--- config.mk ---
export PLATFORM = sky130hd
export DESIGN_NAME = rgb_to_palette_index_flat
export DESIGN_NICKNAME = d
export VERILOG_FILES = /design/src/rtl/rgb_to_palette_index_if.sv /design/src/rtl/rgb_to_palette_index.sv /design/src/flat_wrapper.sv
export SDC_FILE = /design/constraint.sdc
export NUM_CORES = 1
export LEC_CHECK = 0
export ABC_AREA = 1
export CELL_PAD_IN_SITES_DETAIL_PLACEMENT = 1
export CELL_PAD_IN_SITES_GLOBAL_PLACEMENT = 1
export CORE_MARGIN = 4
export CORE_UTILIZATION = 44
export CTS_CLUSTER_SIZE = 24
export DETAILED_ROUTE_END_ITERATION = 7
export DONT_BUFFER_PORTS = 1
export HOLD_SLACK_MARGIN = 0.05
export PLACE_DENSITY_LB_ADDON = 0.1
export SLEW_MARGIN = 20
export SYNTH_ARGS = -nofsm -noshare
export SYNTH_HDL_FRONTEND = slang
export SYNTH_SLANG_ARGS = --single-unit
--- constraint.sdc ---
create_clock -name clk -period 7.3 [get_ports clk]
set_clock_uncertainty 0.15 [all_clocks]
set_input_delay 0.365 -clock clk [delete_from_list [all_inputs] [get_ports clk]]
set_output_delay 0.365 -clock clk [all_outputs]
set_load 0.05 [all_outputs]
--- src/rtl/rgb_to_palette_index_if.sv ---
// Palette-write, pixel-in and index-out handshake bundle for rgb_to_palette_index.
interface rgb_to_palette_index_if #(
  parameter int unsigned CH_W = 4
);
  localparam int unsigned PIX_W  = 3 * CH_W;
  localparam int unsigned IDX_W  = 4;
  localparam int unsigned DIST_W = 6;

  logic              pal_we;
  logic [IDX_W-1:0]  pal_waddr;
  logic [PIX_W-1:0]  pal_wdata;
  logic              pal_wr_err;

  logic              in_valid;
  logic              in_ready;
  logic [PIX_W-1:0]  in_rgb;

  logic              out_valid;
  logic              out_ready;
  logic [IDX_W-1:0]  out_index;
  logic [DIST_W-1:0] out_dist;
  logic              out_exact;

  modport master (
    output pal_we, pal_waddr, pal_wdata, in_valid, in_rgb, out_ready,
    input  pal_wr_err, in_ready, out_valid, out_index, out_dist, out_exact
  );

  modport slave (
    input  pal_we, pal_waddr, pal_wdata, in_valid, in_rgb, out_ready,
    output pal_wr_err, in_ready, out_valid, out_index, out_dist, out_exact
  );
endinterface

--- src/rtl/rgb_to_palette_index.sv ---
// Nearest-colour search of a 12-bit RGB pixel against a loadable 16-entry palette,
// one entry per cycle, Manhattan distance, ties resolved to the lower index.
module rgb_to_palette_index #(
  parameter int unsigned N_ENTRIES = 16,
  parameter int unsigned CH_W      = 4
) (
  input  logic                  clk,
  input  logic                  rst,
  rgb_to_palette_index_if.slave bus
);
  localparam int unsigned PIX_W  = 3 * CH_W;
  localparam int unsigned IDX_W  = 4;
  localparam int unsigned DIST_W = 6;

  typedef enum logic [1:0] {IDLE, SEARCH, DONE} state_t;

  state_t             state;
  logic [PIX_W-1:0]   pal [N_ENTRIES];
  logic [PIX_W-1:0]   pix;
  logic [IDX_W-1:0]   k;
  logic [IDX_W-1:0]   best_idx;
  logic [DIST_W-1:0]  best_dist;

  logic [PIX_W-1:0]   entry_c;
  logic [CH_W-1:0]    dr_c, dg_c, db_c;
  logic [DIST_W-1:0]  dist_c;
  logic               better_c;
  logic [IDX_W-1:0]   win_idx_c;
  logic [DIST_W-1:0]  win_dist_c;

  function automatic logic [CH_W-1:0] absdiff(input logic [CH_W-1:0] a, input logic [CH_W-1:0] b);
    return (a > b) ? (a - b) : (b - a);
  endfunction

  // Distance of the latched pixel to entry k, folded into the running best.
  always_comb begin
    entry_c    = pal[k];
    dr_c       = absdiff(pix[PIX_W-1 -: CH_W],   entry_c[PIX_W-1 -: CH_W]);
    dg_c       = absdiff(pix[2*CH_W-1 -: CH_W],  entry_c[2*CH_W-1 -: CH_W]);
    db_c       = absdiff(pix[CH_W-1:0],          entry_c[CH_W-1:0]);
    dist_c     = DIST_W'(dr_c) + DIST_W'(dg_c) + DIST_W'(db_c);
    better_c   = (dist_c < best_dist);
    win_idx_c  = better_c ? k : best_idx;
    win_dist_c = better_c ? dist_c : best_dist;
  end

  assign bus.in_ready = (state == IDLE) & ~rst;

  always_ff @(posedge clk or posedge rst) begin
    if (rst) begin
      state          <= IDLE;
      pix            <= '0;
      k              <= '0;
      best_idx       <= '0;
      best_dist      <= '1;
      bus.out_valid  <= 1'b0;
      bus.out_index  <= '0;
      bus.out_dist   <= '0;
      bus.out_exact  <= 1'b0;
      bus.pal_wr_err <= 1'b0;
      for (int i = 0; i < int'(N_ENTRIES); i++) pal[i] <= '0;
    end else begin
      // Palette is frozen outside IDLE so a search always sees one consistent table.
      bus.pal_wr_err <= bus.pal_we & (state != IDLE);
      if (bus.pal_we && state == IDLE) pal[bus.pal_waddr] <= bus.pal_wdata;

      case (state)
        IDLE: begin
          if (bus.in_valid) begin
            pix       <= bus.in_rgb;
            k         <= '0;
            best_idx  <= '0;
            best_dist <= '1;
            state     <= SEARCH;
          end
        end
        SEARCH: begin
          best_idx  <= win_idx_c;
          best_dist <= win_dist_c;
          k         <= k + IDX_W'(1);
          if (k == IDX_W'(N_ENTRIES - 1)) begin
            bus.out_valid <= 1'b1;
            bus.out_index <= win_idx_c;
            bus.out_dist  <= win_dist_c;
            bus.out_exact <= (win_dist_c == '0);
            state         <= DONE;
          end
        end
        DONE: begin
          if (bus.out_ready) begin
            bus.out_valid <= 1'b0;
            state         <= IDLE;
          end
        end
        default: state <= IDLE;
      endcase
    end
  end
endmodule
--- src/flat_wrapper.sv ---
// flat-port wrapper written by rule: the top's interface ports become plain ports
module rgb_to_palette_index_flat 
#(
  parameter int unsigned N_ENTRIES = 16,
  parameter int unsigned CH_W      = 4
)
  (clk, rst, bus_pal_we, bus_pal_waddr, bus_pal_wdata, bus_in_valid, bus_in_rgb, bus_out_ready, bus_pal_wr_err, bus_in_ready, bus_out_valid, bus_out_index, bus_out_dist, bus_out_exact);
  rgb_to_palette_index_if #(.CH_W(CH_W)) bus_i ();
  input  logic clk;
  input  logic rst;
  input wire logic [$bits(bus_i.pal_we)-1:0] bus_pal_we;
  input wire logic [$bits(bus_i.pal_waddr)-1:0] bus_pal_waddr;
  input wire logic [$bits(bus_i.pal_wdata)-1:0] bus_pal_wdata;
  input wire logic [$bits(bus_i.in_valid)-1:0] bus_in_valid;
  input wire logic [$bits(bus_i.in_rgb)-1:0] bus_in_rgb;
  input wire logic [$bits(bus_i.out_ready)-1:0] bus_out_ready;
  output wire logic [$bits(bus_i.pal_wr_err)-1:0] bus_pal_wr_err;
  output wire logic [$bits(bus_i.in_ready)-1:0] bus_in_ready;
  output wire logic [$bits(bus_i.out_valid)-1:0] bus_out_valid;
  output wire logic [$bits(bus_i.out_index)-1:0] bus_out_index;
  output wire logic [$bits(bus_i.out_dist)-1:0] bus_out_dist;
  output wire logic [$bits(bus_i.out_exact)-1:0] bus_out_exact;
  assign bus_i.pal_we = bus_pal_we;
  assign bus_i.pal_waddr = bus_pal_waddr;
  assign bus_i.pal_wdata = bus_pal_wdata;
  assign bus_i.in_valid = bus_in_valid;
  assign bus_i.in_rgb = bus_in_rgb;
  assign bus_i.out_ready = bus_out_ready;
  assign bus_pal_wr_err = bus_i.pal_wr_err;
  assign bus_in_ready = bus_i.in_ready;
  assign bus_out_valid = bus_i.out_valid;
  assign bus_out_index = bus_i.out_index;
  assign bus_out_dist = bus_i.out_dist;
  assign bus_out_exact = bus_i.out_exact;
  rgb_to_palette_index #(.N_ENTRIES(N_ENTRIES), .CH_W(CH_W)) u_core (.clk(clk), .rst(rst), .bus(bus_i));
endmodule
# == Word level (Yosys, flattened, before mapping) ==
# Index checks and enable logic that the tools add are counted.
# classes
bitwise,5
n_eq_ne,6
n_lt_le_gt_ge,7
n_addsub,9
reduce_logical,12
mux,23
# op_table
operator,count
$bwmux 192,1
$bmux 12 s4,1
$demux 12 s4,1
$mux 12,3
$sub 4x4->4,6
$mux 4,5
$pmux 4 s2,2
$gt 4x4->1,3
$mux 6,2
$pmux 6 s2,1
$ge 5x5->1 const B,2
$not 4->5,2
$add 6x4->6,1
$logic_not 6->1,1
$lt 6x6->1,1
$mux 2,3
$pmux 2 s3,1
$reduce_and 2->1,3
$reduce_and 3->1,2
$reduce_bool 2->1,3
$add 4x4->5,1
$lt 5x1->1 const B,1
$add 4x1->4 const B,1
$eq 4x4->1 const B,1
10 further kinds,14
# word_totals
output_inout_bits,14
ff_bits,233
elab_cells,88

# == Logic depth before layout (Yosys ltp) ==
# depth
depth_word,11
depth_mapped,39
ltp_nobuf,36

# == Least setup slack after synthesis ==
# Ideal clock, no wire load.
# synth_timing
path_type,flip-flop to flip-flop
start,register u_core.k[0]
end,register u_core.bus.out_dist[5]
t_arrival_ns,5.027
n_path_buf,3
setup_time_ns,0.132
stages_incl_launch_ff,30
path_slack_ns,1.992
cell_sequence,dfrtp_1 -> buf_2 -> inv_2 -> clkbuf_1 -> o21ai_0 -> o221ai_1 -> nand3_1 -> nand2_1 -> ha_1 -> inv_1 -> fa_1 -> nand3_1 -> nand2_1 -> nand2_1 -> mux2_2 -> fa_1 -> xor2_1 -> ha_1 -> a21oi_1 -> nand2_1 -> nand2_1 -> a21oi_1 -> ha_1 -> nand2_1 -> inv_1 -> a21oi_1 -> nand2_1 -> buf_2 -> o21ai_0 -> o21ai_0
# synth_via
elab_chain_len,10
word_cells_on_any_way,22
cone_classes,8 x add/sub; 4 x order compare; 1 x eq/ne; 7 x mux; 1 x bitwise; 1 x reduce/logical
# synth_lines
item,line_no,source
start: declaration,rgb_to_palette_index.sv:20,logic [IDX_W-1:0] k;
start signal: assignment,rgb_to_palette_index.sv:80,k <= k + IDX_W'(1);
$not 4->5 (implied by the code),rgb_to_palette_index.sv:37,entry_c = pal[k];
$bmux 12 s4,rgb_to_palette_index.sv:37,
$mux 12 (implied by the code) (2 in a row),rgb_to_palette_index.sv:37,
$sub 4x4->4 / $gt 4x4->1 (equally long branches),rgb_to_palette_index.sv:32,return (a > b) ? (a - b) : (b - a);
$mux 4,rgb_to_palette_index.sv:32,
$add 4x4->5,rgb_to_palette_index.sv:41,dist_c = DIST_W'(dr_c) + DIST_W'(dg_c) + DIST_W'(db_c);
$add 6x4->6,rgb_to_palette_index.sv:41,
$lt 6x6->1,rgb_to_palette_index.sv:42,better_c = (dist_c < best_dist);
$mux 6,rgb_to_palette_index.sv:44,win_dist_c = better_c ? dist_c : best_dist;
end signal: assignment,rgb_to_palette_index.sv:84,bus.out_dist <= win_dist_c;
end: declaration,rgb_to_palette_index_if.sv:31,"output pal_wr_err, in_ready, out_valid, out_index, out_dist, out_exact"
# Several ways; a longest one is shown, not always the timed one. The select of a mux whose other input is x is not followed.
# A chain may end at the register's enable or synchronous reset.

# == Final worst setup path ==
# layout_timing
start,register u_core.k[0]
end,register u_core.bus.out_exact
# layout_via
elab_chain_len,11
word_cells_on_any_way,23
cone_classes,8 x add/sub; 4 x order compare; 1 x eq/ne; 7 x mux; 1 x bitwise; 2 x reduce/logical
# layout_lines
item,line_no,source
$not 4->5 (implied by the code),rgb_to_palette_index.sv:37,
$bmux 12 s4,rgb_to_palette_index.sv:37,
$mux 12 (implied by the code) (2 in a row),rgb_to_palette_index.sv:37,
$sub 4x4->4 / $gt 4x4->1 (equally long branches),rgb_to_palette_index.sv:32,
$mux 4,rgb_to_palette_index.sv:32,
$add 4x4->5,rgb_to_palette_index.sv:41,
$add 6x4->6,rgb_to_palette_index.sv:41,
$lt 6x6->1,rgb_to_palette_index.sv:42,
$mux 6,rgb_to_palette_index.sv:44,
$logic_not 6->1,rgb_to_palette_index.sv:85,bus.out_exact <= (win_dist_c == '0);
end signal: assignment,rgb_to_palette_index.sv:85,
end: declaration,rgb_to_palette_index_if.sv:31,
# Several ways; a longest one is shown, not always the timed one. The select of a mux whose other input is x is not followed.

==> impl_metrics.ini <==
[setup_path]
max_stage_delay_ns = 0.48
worstSetupStartpointType = flop
cp.depth = 28
cpMostUsedCell = nand2_1
path_class = reg2reg
cp_max_fo = 52
critPathSlowestCell = buf_4
crit_family = adder cells
worst-path-buf-inv = 4
required_ns = 7.59
worst_ep_arrival_time_ns = 6.61
critical_path.endpoint_type = flop
reg2reg_depth = 28

[yosys]
synth_simple_gate_area_frac = 0.1705
synth_xor_area_frac = 0.006779
synthesis.area_um2 = 11630
synth_top_family_by_area = compound AO/OA/AOI/OAI gates
synthCells = 1360
synth_warnings = 0
avgSynthCellArea_um2 = 8.550
synthAdderAreaFrac = 0.05143
synth_compound_area_frac = 0.2000
synth_nets = 1436
muxShareOfSynthArea = 0.001937
ys_seq_area_frac = 0.5020
postSynthRegisterBits = 233
ys_types = 39

[cells_and_area]
nets = 1416
fin_util = 0.4937
final_layout_size_suffix_gt1_frac = 0.08382
area_growth_pct = 10.63
layout.cells.non_filler = 1696

[clock_tree]
cts_tree = yes
cts_buffer_depth = 3
path_clk_slew_ns = 0.06
ctsResizeCount = 0
numCtsBuffers = 27
clock_sinks = 233
cts_root_buffer = clkbuf_16
cts_max_level = 1
insertion_delay_ns = 0.55
cts_setup_buffers = 0

[timing]
rsz0062_at_grt = false
tns_ns = 0
maxSlewViolCount = 0
slew_headroom = 0.3016
worst_pin_slew_ns = 1.045
post-route-period-util = 0.8647
setup_viol = 0
post-route-min-period_ns = 6.313
fmax_ghz = 0.1584
holdWs_ns = 0.08573
hold_viol_final = 0

[die]
die_w_um = 170.6
die_height_um = 170.6
pin_count = 47
core_area_um2 = 26060
initial_core_util = 0.4462
fp.dieArea_um2 = 29090
num_rows = 59

[global_routing]
grt_pass1_wl_um = 56560
grt_max_degree = 113
grt_remaining_overflow = 0
grt_antenna_before_repair = 1
grt_usage = 0.2476
grt_pass1_vias = 9899

[run]
drv_cap = 0

[hold_path]
holdCritPathClass = in2reg
worstHoldPathCells = 2

[place]
dp.cells = 1627
port-buffer-count = 0
place.gp.congestion = 0.8391
hpwl_um = 21750

[routing]
drc_errors = 0
viasPerCell = 5.605
drtIter0Drc = 551
ant_nets = 0
vias = 9506
wl_per_cell_um = 20.90
drt_wl_total_um = 35440
first_pass_iters = 5

[run_status]
status = complete, no violations
==> cell usage in the layout, fill, tap and decap left out, types with 10 or more instances in the layout <==
cell type	instances
nand3_1	34
inv_1	86
o21ai_1	54
dlygate4sd3_1	19
o21ai_2	22
nor2_1	112
nand2_1	314
o221ai_1	40
clkbuf_16	27
ha_1	35
a21oi_1	10
dfrtp_1	226
buf_4	18
o21ai_0	252
o22ai_1	13
==> logic make-up after synthesis <==
group,after synthesis
adders and majority gates,43
muxes,2
AOI/OAI and AO/OA,407
buffers and inverters,180
and+or+nand+nor,486
DFF,233
xor gates and xnor gates,9
==> cells in the mapped netlist (all sizes together) <==
master / instances / area, µm²
o21ai: 328 / 1724
nand2: 318 / 1204
dfrtp: 227 / 5680
nor2: 118 / 471.7
inv: 92 / 347.8
clkbuf: 55 / 206.5
o221ai: 40 / 350.3
nand3: 38 / 210.2
ha: 35 / 437.9
buf: 32 / 224.0
o22ai: 13 / 81.33
a21oi: 10 / 50.05
fa: 8 / 160.2
o211ai: 8 / 60.06
nand4: 7 / 43.79
dfstp: 6 / 157.7
xnor2: 6 / 52.55
xor2: 3 / 26.28
a211oi: 2 / 15.01
mux2: 2 / 22.52
nand3b: 2 / 15.01
nor3: 2 / 32.53
o31ai: 2 / 15.01
a2bb2oi: 1 / 8.760
a31oi: 1 / 6.260
clkinv: 1 / 3.750
nor2b: 1 / 6.260
o21a: 1 / 7.510
o21bai: 1 / 7.510
==> cell type report <==
class	count	area, µm²
fill	3060	13190
sequential	233	5839
multi-input combinational	947	5009
clock buffer	42	812.0
tap	335	419.2
inverter	93	359.1
timing repair buffer	38	345.3
clock inverter	7	78.83
antenna	1	2.502
==> worst register-to-register path, delay by kind of cell, from the launching register on <==
family / cells / cell delay, ns
adder cells (fa/ha/maj): 4 / 1.51
multiplexers: 1 / 0.38
buffers and inverters: 4 / 0.74
AND/OR/NAND/NOR: 13 / 1.47
AO/OA/AOI/OAI: 5 / 1.35
XOR/XNOR: 1 / 0.18
flip-flops: 1 / 0.43
==> per-stage QoR <==
stage	cell area [µm²]	setup slack (ns)
6_report	12860	0.9874
5_1_grt	12860	0.4692
4_1_cts	12860	1.001
3_5_place_dp	11780	1.035
3_3_place_gp	11780	1.227
2_1_floorplan	11630	0.4053
==> sequential cells by signal, summed over array words and instances (netlist names) <==
name                   count
u_core.pix                12
u_core.bus.out_exact       1
u_core.state               2
u_core.bus.pal_wr_err      1
u_core.k                   4
u_core.bus.out_index       4
u_core.bus.out_dist        6
u_core.bus.out_valid       1
u_core.pal               192
u_core.best_dist           6
u_core.best_idx            4
==> repair_timing <==
item | CTS | global route
endpoints found under the hold margin | 120 | 0
hold buffers | 19 | 0
endpoints found under the setup margin | 0 | 0
==> worst paths after layout <==
kind / end / slack [ns] / startpoint
setup / recovery: u_core.bus.out_exact / 0.99 / u_core.k[0]
hold / removal: u_core.pal[2] / 0.09 / bus_pal_wdata[2]
setup reg to reg: u_core.bus.out_exact / 0.99 / u_core.k[0]
hold reg to reg: u_core.pal[82] / 0.33 / u_core.pal[82]
max in group asynchronous: u_core.k[0] / 5.17 / rst
min in group asynchronous: u_core.bus.pal_wr_err / 0.35 / rst
==> per-layer routing <==
metal,GRT usage,part of all wire,vias up
met4,0.07674,0.033,0
met3,0.03512,0.039,73
li1,-,-,4517
met1,0.3437,0.47,4742
met2,0.4056,0.46,174
met5,0,0,-
Power is not shown: default switching activity piles up to over one toggle a cycle in this logic, so the estimate is an artifact.
